===== config.mk =====
export PLATFORM = sky130hd
export DESIGN_NAME = mq_interval_seq
export DESIGN_NICKNAME = d
export VERILOG_FILES = /design/src/rtl/mq_interval_seq.sv
export SDC_FILE = /design/constraint.sdc
export NUM_CORES = 1
export LEC_CHECK = 0
export CORE_AREA = 10 10 119 121
export DETAILED_ROUTE_END_ITERATION = 7
export DIE_AREA = 0 0 129 131
export PLACE_DENSITY_LB_ADDON = 0.2
export SLEW_MARGIN = 20
export SYNTH_ARGS = -nofsm -noshare
export SYNTH_HDL_FRONTEND = slang
export SYNTH_SLANG_ARGS = --single-unit

===== constraint.sdc =====
create_clock -name clk -period 17.5 [get_ports clk]
set_input_delay 3.5 -clock clk [delete_from_list [all_inputs] [get_ports clk]]
set_output_delay 3.5 -clock clk [all_outputs]
set_load 0.01 [all_outputs]

===== src/rtl/mq_interval_seq.sv =====
// MQ coder interval update and renormalisation sequencer: computes the new A,
// picks the next probability index and emits CT-bounded shift beats downstream.
module mq_interval_seq #(
    parameter int         AW      = 16,
    parameter int         SW      = $clog2(AW),
    parameter logic [3:0] CT_INIT = 4'd12
) (
    input  logic          clk,
    input  logic          rst,
    input  logic          flush,
    input  logic          in_valid,
    output logic          in_ready,
    input  logic [AW-1:0] qe,
    input  logic          mps_coding,
    input  logic [5:0]    nmps,
    input  logic [5:0]    nlps,
    input  logic [5:0]    qe_index,
    output logic          out_valid,
    input  logic          out_ready,
    input  logic          stuff,
    output logic          c_add,
    output logic [SW-1:0] shift_amt,
    output logic          byte_out,
    output logic          last,
    output logic [5:0]    index_out,
    output logic [AW-1:0] a_value,
    output logic [3:0]    ct
);

    localparam logic [AW-1:0] A_RST = {1'b1, {(AW-1){1'b0}}};

    typedef enum logic {S_IDLE, S_BEAT} state_t;

    state_t        state_q;
    logic [AW-1:0] a_q;
    logic [3:0]    ct_q;
    logic [SW-1:0] rem_q;
    logic          c_add_q;
    logic [SW-1:0] shift_q;
    logic          byte_q;
    logic          last_q;
    logic [5:0]    idx_q;

    logic [AW-1:0] a_sub, a_cal, a_in, a_d;
    logic          sel, no_renorm, lz_found;
    logic [SW-1:0] lz_cnt, sym_rem, rem_in, seg, rem_d;
    logic [5:0]    sym_idx;
    logic [3:0]    ct_eff, ct_d;
    logic          accept_sym, accept_beat, load_beat;

    assign out_valid   = (state_q == S_BEAT);
    assign in_ready    = ~flush & ((state_q == S_IDLE) | (out_valid & last_q & out_ready));
    assign accept_sym  = in_valid & in_ready;
    assign accept_beat = out_valid & out_ready;
    assign load_beat   = accept_sym | (accept_beat & ~last_q);

    // Symbol-level interval arithmetic with conditional exchange.
    always_comb begin
        a_sub     = a_q - qe;
        sel       = ~((a_sub >= qe) ^ mps_coding);
        a_cal     = sel ? a_sub : qe;
        no_renorm = mps_coding & a_sub[AW-1];
        lz_cnt    = SW'(AW-1);
        lz_found  = 1'b0;
        for (int i = AW-1; i >= 0; i--) begin
            if (!lz_found && a_cal[i]) begin
                lz_cnt   = SW'(AW-1-i);
                lz_found = 1'b1;
            end
        end
        sym_rem = no_renorm ? '0 : lz_cnt;
        sym_idx = no_renorm ? qe_index : (mps_coding ? nmps : nlps);
    end

    // One beat: shift by as much of the remaining amount as CT allows.
    // CT reload from a byte_out beat being accepted right now is folded in here.
    always_comb begin
        ct_eff = (accept_beat & byte_q) ? (stuff ? 4'd7 : 4'd8) : ct_q;
        a_in   = accept_sym ? a_cal : a_q;
        rem_in = accept_sym ? sym_rem : rem_q;
        seg    = (rem_in < SW'(ct_eff)) ? rem_in : SW'(ct_eff);
        a_d    = a_in << seg;
        ct_d   = ct_eff - seg[3:0];
        rem_d  = rem_in - seg;
    end

    always_ff @(posedge clk) begin
        if (rst || flush) begin
            state_q <= S_IDLE;
            a_q     <= A_RST;
            ct_q    <= CT_INIT;
            rem_q   <= '0;
            c_add_q <= 1'b0;
            shift_q <= '0;
            byte_q  <= 1'b0;
            last_q  <= 1'b0;
            idx_q   <= '0;
        end else if (load_beat) begin
            state_q <= S_BEAT;
            a_q     <= a_d;
            ct_q    <= ct_d;
            rem_q   <= rem_d;
            c_add_q <= accept_sym & sel;
            shift_q <= seg;
            byte_q  <= (ct_d == 4'd0);
            last_q  <= (rem_d == '0);
            if (accept_sym) begin
                idx_q <= sym_idx;
            end
        end else if (accept_beat) begin
            state_q <= S_IDLE;
            ct_q    <= ct_eff;
        end
    end

    assign c_add     = c_add_q;
    assign shift_amt = shift_q;
    assign byte_out  = byte_q;
    assign last      = last_q;
    assign index_out = idx_q;
    assign a_value   = a_q;
    assign ct        = ct_q;

endmodule


# After elaboration in Yosys (flattened, before gate mapping)
# Index checks and enable logic that the tools add are counted.
# W data, S select, Z words.
totals:
  register_bits: 38
  latch_bits: 0
  ramBits: 0
  rom_bits: 0
  inputBits: 41
  out_inout_bits: 35
  elab_cells: 110
  n_memories: 0
classes:
  addsub: 3
  mul: 0
  div: 0
  magnitude_cmp: 2
  eq_ne: 0
  n_shift: 1
  muxes: 44
  n_bitwise: 16
  n_reduce_logical: 35
op_table:
  columns: ["cell", "count"]
  rows:
  - ["$mux W4", 23]
  - ["$mux W16", 2]
  - ["$mux W1", 17]
  - ["$ge A16 B16 Y1", 1]
  - ["$shl A16 B4 Y16", 1]
  - ["$sub A16 B16 Y16", 1]
  - ["$logic_and A1 B1 Y1", 15]
  - ["$logic_not A1 Y1", 15]
  - ["$mux W6", 2]
  - ["$and A1 B1 Y1", 9]
  - ["$logic_not A4 Y1", 2]
  - ["$sub A4 B4 Y4", 2]
  - ["$lt A4 B4 Y1", 1]
  - ["$not A1 Y1", 4]
  - ["$or A1 B1 Y1", 2]
  - ["$reduce_and A2 Y1", 1]
  - ["$reduce_bool A2 Y1", 1]
  - ["$logic_or A1 B1 Y1", 1]
  - ["$xor A1 B1 Y1", 1]

# Logic depth before layout (Yosys ltp)
logic_depth:
  depth_word: 56
  ltp_mapped: 40
  mapped_depth_nobuf: 36

# Worst setup path after synthesis
# No wires, ideal clock.
synth_timing:
  path_kind: "input -> register"
  from: "in qe[4]"
  to: "reg byte_q, in the netlist byte_out"
  setup_ps: 65
  t_arrival_ps: 10141
  path_slack_ps: 7294
  stages: 35
  path_buffers: 2
  cell_sequence: "inv_1 -> ha_1 -> a21o_1 -> a211o_1 -> o22ai_2 -> nor3_1 -> or4_1 -> and2_1 -> ha_1 -> nand4_1 -> or3_1 -> o22ai_1 -> nand2b_1 -> clkbuf_1 -> mux2i_1 -> inv_1 -> a21oi_1 -> a32oi_1 -> inv_1 -> ha_1 -> o21ai_0 -> nand2b_1 -> a21oi_1 -> inv_1 -> a31oi_2 -> mux2i_1 -> buf_6 -> inv_2 -> ha_1 -> a21o_1 -> a21oi_1 -> xnor2_1 -> nand2_1 -> o31a_1 -> nor2_1"
synth_between:
  elab_chain_cells: 56
  word_cells_on_any_way: 72
  cone_classes: "2 x add/sub; 2 x order compare; 35 x mux; 2 x bitwise; 31 x reduce/logical"
synth_rtl:
  columns: ["element", "line_no", "source"]
  rows:
  - ["start: declaration", "13", "input logic [AW-1:0] qe,"]
  - ["$sub A16 B16 Y16", "59", "a_sub = a_q - qe;"]
  - ["$ge A16 B16 Y1", "60", "sel = ~((a_sub >= qe) ^ mps_coding);"]
  - ["$xor A1 B1 Y1", "60", null]
  - ["$mux W16", "61", "a_cal = sel ? a_sub : qe;"]
  - ["$mux W1", "66", "if (!lz_found && a_cal[i]) begin"]
  - ["$logic_not A1 Y1", "66", null]
  - ["$logic_and A1 B1 Y1", "66", null]
  - ["$mux W1", "66", null]
  - ["[40 not listed]", null, null]
  - ["$logic_and A1 B1 Y1", "66", null]
  - ["$mux W4", "66", null]
  - ["$mux W4 *", "71", "sym_rem = no_renorm ? '0 : lz_cnt;"]
  - ["$mux W4 *", "80", "rem_in = accept_sym ? sym_rem : rem_q;"]
  - ["$lt A4 B4 Y1", "81", "seg = (rem_in < SW'(ct_eff)) ? rem_in : SW'(ct_eff);"]
  - ["$mux W4 *", "81", null]
  - ["$sub A4 B4 Y4 *", "83", "ct_d = ct_eff - seg[3:0];"]
  - ["$logic_not A4 Y1 *", "105", "byte_q <= (ct_d == 4'd0);"]
  - ["end signal: assignment", "105", null]
  - ["end: declaration", "40", "logic byte_q;"]
# Every way passes the cells marked *; elsewhere a longest branch is shown, timed or not.
# A chain may end at the register's enable or synchronous reset.

# Worst setup path in the final report
# Ends and elaborated chain as after synthesis.

==> results.md <==
- RSZ-0062 raised after global routing: no
- NumNets Final: approximately 740
- Synth Cell Area: about 0.0044 mm^2
- Clock root cell: clkbuf_16
- Met1 WL: 6820 um
- Worst setup endpoint: byte_out
- Grt ovf: 0
- Area Growth Syn to Fin: 21.8%
- Final wirelength: roughly 14,000 um
- Post-place instance area: a little over 0.005 mm^2
- Hold Crit Class: reg -> reg
- Number of vias per cell: between 5 and 6
- CP endpoint kind: flop
- Setup Fix Bufs, Post-CTS: 0
- IO buf count: 75
- Number of diodes: 0
- Met3 WL: between 900 and 1000 um
- Finished Cell Area: between 0.005 and 0.006 mm^2
- Beginning of the worst hold path: shift_amt[2]
- Post-DP HPWL: about 11,000 um
- Min Hold Slack: 0.455 ns
- Post-synth ARST share: 0%
- Sw Ratio: between 30% and 40%
- Ranking of synthesized cells by area: dfxtp_1, ha_1, mux2i_1
- Total of fill cells in the finished design: around 1,200
- Syn Area/Cell: 7.31 um^2
- # clock sinks: 38
- Pwr dens: around 63 mW/mm^2
- Vias in the first global route: 4,509
- # rows: 40
- Number of enable flip-flop cells after synthesis: 0
- Final Hold Fails: 0
- FF/Latch Area: ~760 um^2
- Pin count of the biggest net entering global routing: 42
- H-tree levels: 2
- Tcrit/Tclk final: 66.5%
- NetSw: 128 uW
- DR vias: approximately 4,600
- CTS Buf Count: 5
- Iteration-0 DRC Markers: between 300 and 400
- DIE HEIGHT: between 100 and 150 um
- Most frequent cell after synthesis: nand2_1
- Actual slew at the worst max-slew pin: 0.898 ns
- Most instantiated cells after synthesis: nand2_1, nor2_1, a21oi_1
- Setup crit start kind: input port
- FF+latch count, synth: 38
- Static leakage: 2.22 nW
- Gr usage total: roughly 17%
- Relative slew margins: around two fifths
- Core area: roughly 0.012 mm^2
- Drt wl/cell: approximately 18 um
- Setup ws final: 5.86 ns
- Share of cells above drive strength 1: 4.72%
- Area of the multi-input gates: between 0.003 and 0.004 mm^2
- Seq/Total Area, Yosys: 17.3%
- TNS Setup: 0 ns
- Clock transition at the registers of the reported paths: approximately 0.06 ns
- Dpl ws: roughly 5.6 ns
- Clock Path Buffers: 2
- Worst reg2reg path startpoint: a_value[4]
- Outcome: completed
- First-pass GRT wire length: roughly 23,000 um
- Worst path slowest cell: nand2b_1
- Syn nets: roughly 690
- CP Data Required Time: 17.71 ns
- Setup crit start: qe[4]
- Maximum net fanout on the critical path: 22
- Data arrival time of the worst path: ~12 ns
- Share of total power in sequential cells: 27.6%
- Die Width: approximately 130 um
- Initial Util: 37.2%
- Post-synth cell types: 72
- Residual DRC: 0
- Leading area contributor after synthesis: dfxtp_1
- Clock Skew: about 0.0067 ns
- Share of the synthesized area in the top cell type: approximately 17%
- Yosys warning count: 0
- R2R setup slack: between 9 and 10 ns
- Routed Antenna Nets: 0
- Post-layout minimum cycle time: approximately 12 ns
- Crit path kind: in -> reg
- Routability cong.: roughly 0.95
- RR Endpoint: byte_out
- Pins over their slew limit: 0
- Finish-stage setup viols: 0
- Fin util: a little under half
- Worst skew pair latency: 0.29 ns
- Ports: 76
- Combinational share of power: about 45%
- DIE AREA: approximately 0.017 mm^2
- CTS Hold Buffers Added: 0
- First drt pass iteration count: 5
- Clock share of power: between 20 and 30%
- WL met2: between 6000 and 7000 um
- Pint: between 200 and 250 uW
- Max Clk Rate: roughly 86 MHz
- Initial antenna violation count: 0
- Worst Reg-to-Reg Cells: 33
- Max VDD drop: 40.1 uV
- TritonCTS clock tree: built
- Delay of the slowest critical-path stage: between 0.6 and 0.7 ns
- Top_reg_cell synth: dfxtp_1
- Cell count after synthesis: 601
- Top Metal Used: met4
- Max-cap violations: 0
- Resized Gates After CTS: 0
==> through the flow <==
step / power (mW) / std cells
final: 0.336 / 804
after global routing: 0.356 / 804
after CTS: 0.337 / 804
after detailed placement: 0.243 / 796
after global placement: 0.242 / 796
after floorplan: 0.202 / 601
==> cell families (layout without fill, tap and decap cells) <==
kind of cell,after synthesis,count (layout),synth area share [%]
xor gates and xnor gates,18,18,3.59
and+or+nand+nor,195,195,19.9
AOI/OAI and AO/OA,190,190,28.9
DFF,38,38,17.3
muxes,39,39,9.14
adders and majority gates,46,46,13.6
buffers and inverters,75,131,7.58
==> sequential cells by signal, summed over array words and instances, names as in the netlist <==
register,flops
byte_out,1
ct,4
c_add,1
index_out,6
out_valid,1
rem_q,4
last,1
shift_amt,4
a_value,16
==> routing by layer <==
layer | vias up | track usage (%)
li1 | 2287 | -
met4 | 0 | 3.28
met2 | 136 | 27.7
met5 | - | 0
met1 | 2184 | 21.3
met3 | 8 | 3.71
==> power groups by stage <==
| stage | logic (mW) | clock network (mW) | registers, mW |
|---|---|---|---|
| 3_3_place_gp | 0.148 | 0 | 0.0942 |
| 5_1_grt | 0.166 | 0.0977 | 0.0927 |
| 3_5_place_dp | 0.149 | 0 | 0.0942 |
| 6_report | 0.151 | 0.0925 | 0.0925 |
| 4_1_cts | 0.150 | 0.0946 | 0.0924 |
| 2_1_floorplan | 0.108 | 0 | 0.0941 |
==> worst min path at each step <==
| stage | endpoint | slack [ns] | cells after the start |
|---|---|---|---|
| finish | shift_amt[2] | 0.46 | 2 |
| global route | shift_amt[3] | 0.49 | 2 |
| CTS | shift_amt[2] | 0.46 | 2 |
| detailed placement | shift_amt[1] | 0.45 | 2 |
| global placement | shift_amt[1] | 0.45 | 2 |
| floorplan | rem_q[1] | 0.44 | 2 |
==> critical path: cells and delay by family <==
family / cells / cell delay (ns)
compound gates: 13 / 2.93
mux: 2 / 0.55
fa+ha+maj: 4 / 1.19
xor+xnor: 1 / 0.14
buf+inv: 6 / 1.33
simple gates: 9 / 2.20
==> final cells by class <==
cell class / count / area share (%)
clock buffers: 7 / 2.67
clock inverters: 1 / 0.0936
inverters: 45 / 3.16
multi-input cells: 488 / 62.0
flip-flops and latches: 38 / 14.2
well taps: 147 / 3.44
repair buffers: 78 / 14.5
==> cells in the final DEF (no fill, tap or decap), types with 3 or more instances in the layout <==
| cell type | netlist | routed |
|---|---|---|
| a211o_1 | 3 | 3 |
| a211oi_1 | 18 | 18 |
| a21boi_0 | 4 | 4 |
| a21o_1 | 7 | 7 |
| a21oi_1 | 59 | 59 |
| a22oi_1 | 7 | 7 |
| a31oi_1 | 12 | 12 |
| and3_1 | 4 | 4 |
| buf_4 | 1 | 3 |
| clkbuf_16 | 0 | 5 |
| clkdlybuf4s50_1 | 0 | 75 |
| dfxtp_1 | 38 | 38 |
| fa_1 | 3 | 3 |
| ha_1 | 43 | 43 |
| inv_1 | 42 | 42 |
| inv_2 | 3 | 3 |
| mux2_2 | 4 | 4 |
| mux2i_1 | 33 | 32 |
| nand2_1 | 69 | 69 |
| nand2b_1 | 7 | 7 |
| nand3_1 | 15 | 15 |
| nand4_1 | 9 | 9 |
| nor2_1 | 64 | 64 |
| nor2b_1 | 6 | 6 |
| nor3_1 | 7 | 7 |
| o211ai_1 | 7 | 7 |
| o21a_1 | 3 | 3 |
| o21ai_0 | 28 | 27 |
| o21ai_1 | 4 | 4 |
| o21bai_1 | 3 | 3 |
| o31ai_1 | 4 | 4 |
| or3_1 | 4 | 4 |
| xnor2_1 | 14 | 14 |
| xor2_1 | 4 | 4 |
No activity file was read; power rests on OpenSTA's default activity.
